$ cat src/rtl/gf251_pkg.sv
// Shared GF(251) constants, FSM state type and canonicalising helper for the
// packed 4-lane multiply-accumulate slice.
package gf251_pkg;

  localparam int unsigned GF251_Q      = 251;
  localparam int unsigned GF251_LANE_W = 8;
  localparam int unsigned GF251_LANES  = 4;

  typedef enum logic {
    ST_IDLE = 1'b0,
    ST_ACC  = 1'b1
  } gf251_state_e;

  // Folds the non-canonical byte values 251..255 back into 0..4.
  function automatic logic [GF251_LANE_W-1:0] gf251_canon(input logic [GF251_LANE_W-1:0] b);
    if (b >= GF251_LANE_W'(GF251_Q))
      return b - GF251_LANE_W'(GF251_Q);
    else
      return b;
  endfunction

endpackage

$ cat src/rtl/gf251_add_lane.sv
// One GF(251) lane: pre-reduce the incoming byte, then add modulo 251.
// acc_i must already be canonical (0..250); sum_o is always canonical.
module gf251_add_lane
  import gf251_pkg::*;
(
  input  logic [GF251_LANE_W-1:0] acc_i,
  input  logic [GF251_LANE_W-1:0] d_i,
  output logic [GF251_LANE_W-1:0] sum_o
);

  logic [GF251_LANE_W:0] s;

  always_comb begin
    s = {1'b0, acc_i} + {1'b0, gf251_canon(d_i)};
    if (s >= (GF251_LANE_W + 1)'(GF251_Q))
      sum_o = GF251_LANE_W'(s - (GF251_LANE_W + 1)'(GF251_Q));
    else
      sum_o = s[GF251_LANE_W-1:0];
  end

endmodule

$ cat src/rtl/gf251_mac_acc_32.sv
// Four-lane GF(251) accumulator: sums N_TERMS packed product beats per lane.
// Optional horizontal lane sum on o_hsum when GF251_MAC_HSUM_EN is defined.
module gf251_mac_acc_32
  import gf251_pkg::*;
#(
  parameter int unsigned N_TERMS = 16,
  parameter int unsigned LANES   = 4,
  parameter int unsigned CNT_W   = $clog2(N_TERMS + 1)
) (
  input  logic        i_clk,
  input  logic        i_rst,
  input  logic        i_start,
  input  logic        i_valid,
  input  logic [31:0] i_data,
  output logic [31:0] o_acc,
  output logic        o_done,
  output logic        o_busy,
  output logic        o_drop,
  output logic [7:0]  o_hsum
);

  gf251_state_e state_q, state_d;
  logic [CNT_W-1:0] cnt_q, cnt_d, cnt_base, cnt_inc;
  logic [31:0]      sum_q, sum_d, acc_q, acc_d, base, add_out;
  logic             done_q, done_d, drop_q, drop_d;
  logic             accept, last;

  // A start in the same cycle as a beat clears the lanes before that beat is added.
  for (genvar k = 0; k < LANES; k++) begin : g_lane
    gf251_add_lane u_add (
      .acc_i (base[GF251_LANE_W*k +: GF251_LANE_W]),
      .d_i   (i_data[GF251_LANE_W*k +: GF251_LANE_W]),
      .sum_o (add_out[GF251_LANE_W*k +: GF251_LANE_W])
    );
  end

  always_comb begin
    accept   = i_valid && ((state_q == ST_ACC) || i_start);
    base     = i_start ? '0 : sum_q;
    cnt_base = i_start ? '0 : cnt_q;
    cnt_inc  = cnt_base + CNT_W'(1);
    last     = (cnt_inc == CNT_W'(N_TERMS));

    state_d  = state_q;
    cnt_d    = cnt_q;
    sum_d    = sum_q;
    acc_d    = acc_q;
    done_d   = 1'b0;
    drop_d   = i_valid && (state_q == ST_IDLE) && !i_start;

    if (accept) begin
      if (last) begin
        acc_d   = add_out;
        done_d  = 1'b1;
        state_d = ST_IDLE;
        cnt_d   = '0;
        sum_d   = '0;
      end else begin
        sum_d   = add_out;
        cnt_d   = cnt_inc;
        state_d = ST_ACC;
      end
    end else if (i_start) begin
      sum_d   = '0;
      cnt_d   = '0;
      state_d = ST_ACC;
    end
  end

  always_ff @(posedge i_clk) begin
    if (i_rst) begin
      state_q <= ST_IDLE;
      cnt_q   <= '0;
      sum_q   <= '0;
      acc_q   <= '0;
      done_q  <= 1'b0;
      drop_q  <= 1'b0;
    end else begin
      state_q <= state_d;
      cnt_q   <= cnt_d;
      sum_q   <= sum_d;
      acc_q   <= acc_d;
      done_q  <= done_d;
      drop_q  <= drop_d;
    end
  end

  assign o_acc  = acc_q;
  assign o_done = done_q;
  assign o_drop = drop_q;
  assign o_busy = (state_q == ST_ACC);

`ifdef GF251_MAC_HSUM_EN
  logic [7:0] h01, h23, hall, hsum_q;

  gf251_add_lane u_h01 (.acc_i(add_out[7:0]),   .d_i(add_out[15:8]),  .sum_o(h01));
  gf251_add_lane u_h23 (.acc_i(add_out[23:16]), .d_i(add_out[31:24]), .sum_o(h23));
  gf251_add_lane u_hall(.acc_i(h01),            .d_i(h23),            .sum_o(hall));

  always_ff @(posedge i_clk) begin
    if (i_rst)
      hsum_q <= '0;
    else if (done_d)
      hsum_q <= hall;
  end

  assign o_hsum = hsum_q;
`else
  assign o_hsum = 8'h00;
`endif

endmodule
$ cat config.mk
export PLATFORM = sky130hd
export DESIGN_NAME = gf251_mac_acc_32
export DESIGN_NICKNAME = d
export VERILOG_FILES = /design/src/rtl/gf251_pkg.sv /design/src/rtl/gf251_add_lane.sv /design/src/rtl/gf251_mac_acc_32.sv
export SDC_FILE = /design/constraint.sdc
export NUM_CORES = 1
export LEC_CHECK = 0
export CAP_MARGIN = 20
export CORE_ASPECT_RATIO = 1.5
export CORE_MARGIN = 5
export CORE_UTILIZATION = 30
export CTS_CLUSTER_SIZE = 14
export DETAILED_ROUTE_END_ITERATION = 10
export GPL_ROUTABILITY_DRIVEN = 0
export HOLD_SLACK_MARGIN = 0.03
export SYNTH_ARGS = -nofsm -noshare
export SYNTH_HDL_FRONTEND = slang
export SYNTH_SLANG_ARGS = --single-unit
$ cat constraint.sdc
create_clock -name i_clk -period 4.3 [get_ports i_clk]
set_input_delay 0.645 -clock i_clk [delete_from_list [all_inputs] [get_ports i_clk]]
set_output_delay 0.645 -clock i_clk [all_outputs]
set_load 0.02 [all_outputs]
* Yosys cells after proc, flatten, opt, wreduce, memory -nomap -nowiden
Index checks and enable logic that the tools add are counted. Widths: inputs -> output; s select.
Word-level totals: input port bits 36, flip-flop bits (word level) 72, word-level logic and storage cells 56, output and inout bits 43
Cells by class: multiplexer cells 18, bitwise gates (word level) 2, add/subtract/negate cells 13, reductions and logical operators 8, eq/ne operators 1, $lt $le $gt $ge 8
Operators by type and width (count):
- $mux 32 | 3
- $mux 8 | 8
- $sub 8x8->8 const B | 8
- $add 8x8->9 | 4
- $ge 9x8->1 const B | 4
- $ge 8x8->1 const B | 4
- $mux 5 | 3
- $add 5x1->5 const B | 1
- $eq 5x5->1 const B | 1
- $mux 1 | 4
- $logic_and 1x1->1 | 3
- $not 1->1 | 2
- $reduce_and 2->1 | 1
- $reduce_bool 2->1 | 1
- $reduce_or 2->1 | 1
- $logic_not 1->1 | 1
- $logic_or 1x1->1 | 1

* Logic depth before layout (Yosys ltp)
depth after elaboration 7, gate-level depth with buffers 16, gate-level depth less buffers 16

* By module
A second synthesis with hierarchy kept.
Second synthesis, totals: cells, all modules 808, area total of the unflattened synthesis 6242.2 um^2
By module, submodules not included:
- gf251_mac_acc_32 | cells an instance 407, times used 1, area each 3186.8 um^2, sequential area each 1441.4 um^2
- gf251_add_lane at g_lane[1].u_add ... | cells an instance 99, times used 2, area each 757.0 um^2, sequential area each 0.0 um^2
- gf251_add_lane at g_lane[3].u_add | cells an instance 99, times used 1, area each 784.5 um^2, sequential area each 0.0 um^2
- gf251_add_lane at g_lane[0].u_add | cells an instance 104, times used 1, area each 757.0 um^2, sequential area each 0.0 um^2

* Worst setup path after synthesis
OpenSTA, ideal clock, no wires.
kind input-to-reg, start point in i_data[5], end point reg sum_q[6], required time 4.179 ns, setup time 0.121 ns, path buffers 0, cell stages on the path 12, slack 0.631 ns, arrival time 3.548 ns, path through and3_1 nand3_1 nor2_1 mux2_2 ha_1 a211o_1 a211oi_1 o22ai_1 nor4b_1 o21ai_0 a22oi_1 a2bb2o_1
On the way: word-level cells in the longest chain between the ends 7, elaborated cells between the ends (all ways) 9, classes of those cells 3 x add/sub; 2 x order compare; 4 x mux
RTL lines:
- start: declaration | line gf251_mac_acc_32.sv:14 | input logic [31:0] i_data,
- $sub 8x8->8 or $ge 8x8->1 (tied branches) | line gf251_pkg.sv:17, gf251_pkg.sv:16
- $mux 8 (*) | line gf251_pkg.sv:16 | if (b >= GF251_LANE_W'(GF251_Q))
- $add 8x8->9 (*) | line gf251_add_lane.sv:14 | s = {1'b0, acc_i} + {1'b0, gf251_canon(d_i)};
- $sub 8x8->8 or $ge 9x8->1 (tied branches) | line gf251_add_lane.sv:16, gf251_add_lane.sv:15
- $mux 8 (*) | line gf251_add_lane.sv:15 | if (s >= (GF251_LANE_W + 1)'(GF251_Q))
- $mux 32 (*) | line gf251_mac_acc_32.sv:52 | if (last) begin
- $mux 32 (*) | line gf251_mac_acc_32.sv:51 | if (accept) begin
- end signal: assignment | line gf251_mac_acc_32.sv:81 | sum_q <= sum_d;
- end: declaration | line gf251_mac_acc_32.sv:24 | logic [31:0] sum_q, sum_d, acc_q, acc_d, base, add_out;
Every way passes the cells marked *; elsewhere a longest branch is shown, timed or not. A chain may end at the register's enable or synchronous reset.

* Final worst setup path
start point in i_data[9], end point reg sum_q[11]
Same word-level chain as after synthesis.

==> results_dict.tcl <==
set metrics [dict create \
    floorplan.initialDensity_pct 30.4 \
    power_density_mw_per_mm2 294 \
    via_count 5511 \
    route.final.wire_length_um 16200 \
    grt_first_pass_wirelength_um 26500 \
    leakage_component_of_the_power_uw 0.00297 \
    clock_insertion_delay_worst_skew_ps 330 \
    vias_in_the_first_global_route 5480 \
    seqPwrFrac_pct 31.8 \
    timing.hold.worst.start "o_acc[17]" \
    synth-async-reset-ratio_pct 0 \
    number_of_drc_markers_after_the_initial_detailed_route_iteration 265 \
    port_buffers 70 \
    clock_sink_count 72 \
    post-synth-top-count-cell "dfxtp_1" \
    sequential_share_of_the_synthesized_area_pct 24.7 \
    placementRows 62 \
    yosys.cell_types.count 78 \
    power_switching_share_pct 29.7 \
    critPathCaptureType "flop" \
    synth.top_cells.by_area "dfxtp_1, ha_1, nor2b_1" \
    timing.max_cap.violations 0 \
    cp-startpoint "i_data[9]" \
    peakVddDrop_mv 0.172 \
    postRouteAntennaNets 0 \
    cts.hold.buffers_added 0 \
    totalNegativeSetupSlack_ps 0 \
    final_min_period_over_clock_period_pct 91.8 \
    clkSlewWorstSetupHoldPaths_ps 60 \
    top_level_ports 79 \
    cp-start-kind "primary input" \
    ys_dominant_reg_cell "dfxtp_1" \
    avgRoutedWirePerCell_um 15.0 \
    type_of_the_tightest_min_delay_check "reg -> reg" \
    synthToLayoutAreaGrowth_pct 28.0 \
    mappedNetlistArea_mm2 0.00583 \
    timing.final.hold_violations 0 \
    die_w_um 124 \
    synthDominantAreaCellType "dfxtp_1" \
    initial_antenna_violation_count 0 \
    layout_min_cycle_time_ps 3950 \
    groute.usage.overall_pct 14.4 \
    ws_path_type "in -> reg" \
    fp.dieH_um 181 \
    total_chip_power_uw 2200 \
    timing.critical_path.slowest_cell_delay_ps 510 \
    timing.critical_path.fanout_max 9 \
    tightestPinTransition_ps 895 \
    gr-total-overflow 0 \
    critical_path.n_buffers_inverters 1 \
    ctsRootBufferMaster "clkbuf_16" \
    num_antenna_cells 0 \
    detailedPlacementHpwl_um 12500 \
    yosys_warnings 0 \
    drt_pass1_iterations 4 \
    unrepaired_setup_endpoints_after_global_routing "no" \
    finalSetupViolations 0 \
    cp.arrival_ps 4170 \
    power.internal_uw 1540 \
    run_status "completed" \
    die_area_mm2 0.0224 \
    cts-htree-levels 3 \
    num-fill-cells 1986 \
    core_area_mm2 0.0192 \
    synthDominantCellAreaShare_pct 24.7 \
    synth_edf_count 0 \
    num-nets-final 895 \
    comb_power_share_pct 28.4 \
    switchingPower_uw 653 \
    slew_violations 0 \
    timing.slew.headroom_pct 40.4 \
    timing.fmax_mhz 253 \
    cts-buffers-inserted 9 \
    synth.avg_cell_area_um2 8.29 \
    clockBufferDepth 2 \
    fraction_of_layout_cells_with_a_size_suffix_above_1_pct 13.8 \
    worst_path_dominant_cell_family "compound AO/OA/AOI/OAI gates" \
    synth_seq_cells 72 \
    route.detailed.drc 0 \
    required_ps 4520 \
    power_frac_clock_pct 39.8 \
    crit_chain "clkdlybuf4s50_1 -> ha_1 -> nor2_1 -> nor2_1 -> mux2_2 -> ha_1 -> a211o_1 -> a211oi_1 -> o22ai_1 -> nor4_2 -> a21oi_4 -> o31ai_1 -> a2bb2o_1" \
    tritoncts_clock_tree "yes" \
    grt_max_degree 45 \
    master_of_the_slowest_instance_on_the_critical_path "clkdlybuf4s50_1" \
    gate_count_of_the_mapped_netlist 704 \
    final.setup_skew_ps 6.91 \
    via_per_inst 5.13 \
    synthTopCellsByCount "dfxtp_1, nor2_1, nor2b_1" \
    worst_r2r_startpoint "sum_q[8]" \
]
## registers in the layout, indices dropped and copies added (netlist names)
signal  count
o_acc      32
o_drop      1
o_done      1
o_busy      1
cnt_q       5
sum_q      32
## per-layer routing
layer / up-vias / global-route usage (%) / routed length, µm
met2: 93 / 27.3 / 8550
met5: - / 0 / 0
met4: 0 / 4.83 / 374
met3: 20 / 1.60 / 494
li1: 2829 / - / -
met1: 2569 / 16.3 / 6750
## layout make-up
type,count,area [µm²],share of cell area (%)
inverters,33,124,1.66
well taps,256,320,4.29
repair buffers,127,1150,15.4
clock inverters,6,115,1.54
clock buffers,10,229,3.07
multi-input cells,571,4090,54.7
flip-flops and latches,72,1440,19.3
## path summary, 6_finish.rpt
kind | endpoint | slack [ps] | depth (start not counted)
worst max-delay path | sum_q[11] | 350 | 13
worst min-delay path | o_acc[17] | 460 | 2
worst max register to register | sum_q[11] | 1300 | 11
worst min register to register | o_acc[17] | 460 | 2
## metrics by stage
step	util (%)	hold WS, ps	setup WS (ps)	cells	cell area (µm²)
after global routing	39.0	470	51.9	1075	7470
after CTS	38.9	464	334	1075	7460
final	39.0	462	354	1075	7470
after floorplan	-	500	631	711	5860
after global placement	37.1	446	46.9	1058	7110
after detailed placement	37.1	454	-11.1	1059	7120
## what timing repair did
action	4_1_cts	5_1_grt
gates resized for setup	0	1
endpoints found under the setup margin	0	1
buffers inserted	0	0
## kinds of logic (layout without fill, tap and decap cells)
logic type | after synthesis | after routing | share of synthesized area (%)
simple gates | 264 | 264 | 25.1
compound gates | 211 | 211 | 27.4
flops | 72 | 72 | 24.7
buf+inv | 68 | 176 | 5.81
fa+ha+maj | 45 | 45 | 10.2
xor+xnor | 33 | 33 | 4.96
mux | 10 | 10 | 1.82
other cells | 1 | 8 | 0.0643
## power groups by stage
stage	Clock [µW]	Combinational [µW]	Sequential (µW)
after floorplan	0	422	712
final	874	624	698
after global routing	912	692	701
after global placement	0	617	713
after detailed placement	0	623	713
after CTS	889	627	698
## cells in the final DEF, fill, tap and decap left out, types with 26 or more instances in the layout
cell and instances:
dfxtp_1 72, nor2b_1 55, a211oi_1 29, inv_1 33, o21ai_0 29, clkdlybuf4s50_1 69, ha_1 41, nor2_1 70
buf_4 54, nand3_1 26, a21oi_1 31
## worst min-delay path: cells and delay by family (launching register included)
family          cells  cell delay (ps)
simple gates        1               60
compound gates      1               50
flops               1              300
(Power assumes the default switching activity.)
==> edit: new RTL, config.mk and constraints unchanged <==
Build with the macro `GF251_MAC_HSUM_EN` defined.
--- a/src/rtl/gf251_mac_acc_32.sv
+++ b/src/rtl/gf251_mac_acc_32.sv
@@ -1,5 +1,7 @@
 // Four-lane GF(251) accumulator: sums N_TERMS packed product beats per lane.
 // Optional horizontal lane sum on o_hsum when GF251_MAC_HSUM_EN is defined.
+`define GF251_MAC_HSUM_EN
+
 module gf251_mac_acc_32
   import gf251_pkg::*;
 #(
Formal check against the unedited RTL: same outputs for any inputs over 10 cycles, from zero or initial values and one cycle with i_rst high; that may be too few to reach the edited logic, so the function may still have changed.
==> edit against the original RTL <==
The flow now finishes with violations (setup timing); sequential cell count is 8 higher; synthesized area grew 38%; clock power down 10%; final cell count is 71% higher; worst setup slack lost 5.1 ns; routed wire length grew 76%; final area increased by 75%; power grew to 3.8 times the old value; first-iteration DRC count increased by 37%.
==> edit: results (changes against the original RTL) <==
stage,metric,value,unit,change
grt,grt_max_degree,63,,was 45
power_and_ir_drop,ir_worst_vdd,0.0007355,V,was 0.0001725 V
layout,buffers,474,,was 127
yosys,yosys-top-cells-area,"dfxtp_1, ha_1, nor2_1",,"was dfxtp_1, ha_1, nor2b_1"
layout,seq_cell_count,80,,was 72
outcome,status,"finished, violations left",,"was finished, final reports clean"
layout,non_clock_inverter_count,56,,was 33
timing,fin_skew,0.007878,ns,was 0.006907 ns
layout,drive_gt1_share,36.06,%,was 13.80%
detailed_routing,dr.pass1.iters,7,,was 4
timing,setup_viol,8,,was 0
layout,seq_share,12.29,%,was 19.30%
critical_path,critPathMaxFanout,3,,was 9
grt,use_met1,20.21,%,was 16.32%
layout,nMultiInputCombCells,877,,was 571
yosys,yosys-top-cells-count,"nor2_1, dfxtp_1, ha_1",,"was dfxtp_1, nor2_1, nor2b_1"
placement,dp_worst_setup_slack,-5.673,ns,was -0.01107 ns
yosys,yosysSeqAreaShare,19.83,%,was 24.71%
placement,dp_cells,1782,,was 1059
critical_path,slowest_delay,0.55,ns,was 0.51 ns
yosys,synth_cell_types,77,,was 78
detailed_routing,totalWireLength,28.45,mm,was 16.17 mm
detailed_routing,dr_wl_met3,795,µm,was 494 µm
detailed_routing,dr_wl_met2,14.84,mm,was 8.547 mm
outcome,violations,setup timing,,
detailed_routing,initialDrtViolationCount,363,,was 265
placement,dp_hpwl,22.04,mm,was 12.54 mm
timing,fin_ws,-4.769,ns,was 0.3542 ns
timing,tightest_slew,0.7475,ns,was 0.8946 ns
-- edit: repair_timing --
item | 4_1_cts | 5_1_grt
endpoints found under the hold margin | 0 | 0
pin swaps | 59 | 39
setup endpoints to repair | 16 | 37
setup buffers | 29 | 16
gates resized for setup | 84 | 50
-- edit: worst paths after layout --
path / from / to / slack, ns / depth (start not counted)
max reg2reg: sum_q[24] / o_hsum[1] / -4.29 / 39
max: i_data[31] / o_hsum[1] / -4.77 / 43
min: o_acc[8] / o_acc[8] / 0.48 / 2
min reg2reg: o_acc[8] / o_acc[8] / 0.48 / 2
-- edit: kinds of logic (layout without fill, tap and decap cells) --
logic type               after synthesis  in the layout  share of synthesized area (%)
AO/OA/AOI/OAI                        308            308                          26.76
XOR/XNOR                              64             64                          6.941
adder cells (fa/ha/maj)               79             79                          12.89
buffers and inverters                 93            546                          4.354
flip-flops                            80             80                          19.83
multiplexers                          25             25                          3.362
AND/OR/NAND/NOR                      401            401                          25.86
-- edit: power by group --
group | internal [µW] | leakage, µW | switching [µW]
Clock | 451 | 0.000143 | 337
Combinational | 3530 | 0.00510 | 3160
Sequential | 764 | 0.000649 | 6.13
Total | 4750 | 0.00589 | 3510
-- edit: tightest hold or removal path: cells and delay by family (launching register included) --
kind	cells	cell delay, ns
AOI/OAI and AO/OA	1	0.06
DFF	1	0.32
and+or+nand+nor	1	0.06
-- edit: per-stage QoR --
stage          util (%)  TNS [ns]  total power, µW  area (µm²)
2_1_floorplan         -    -40.36             3934        8249
3_3_place_gp      45.06    -52.36             6354       11980
3_5_place_dp      45.06    -57.40             6403       11980
4_1_cts           47.82    -37.43             7849       12710
5_1_grt           49.03    -40.79             8923       13030
6_report          49.03    -37.45             8257       13030
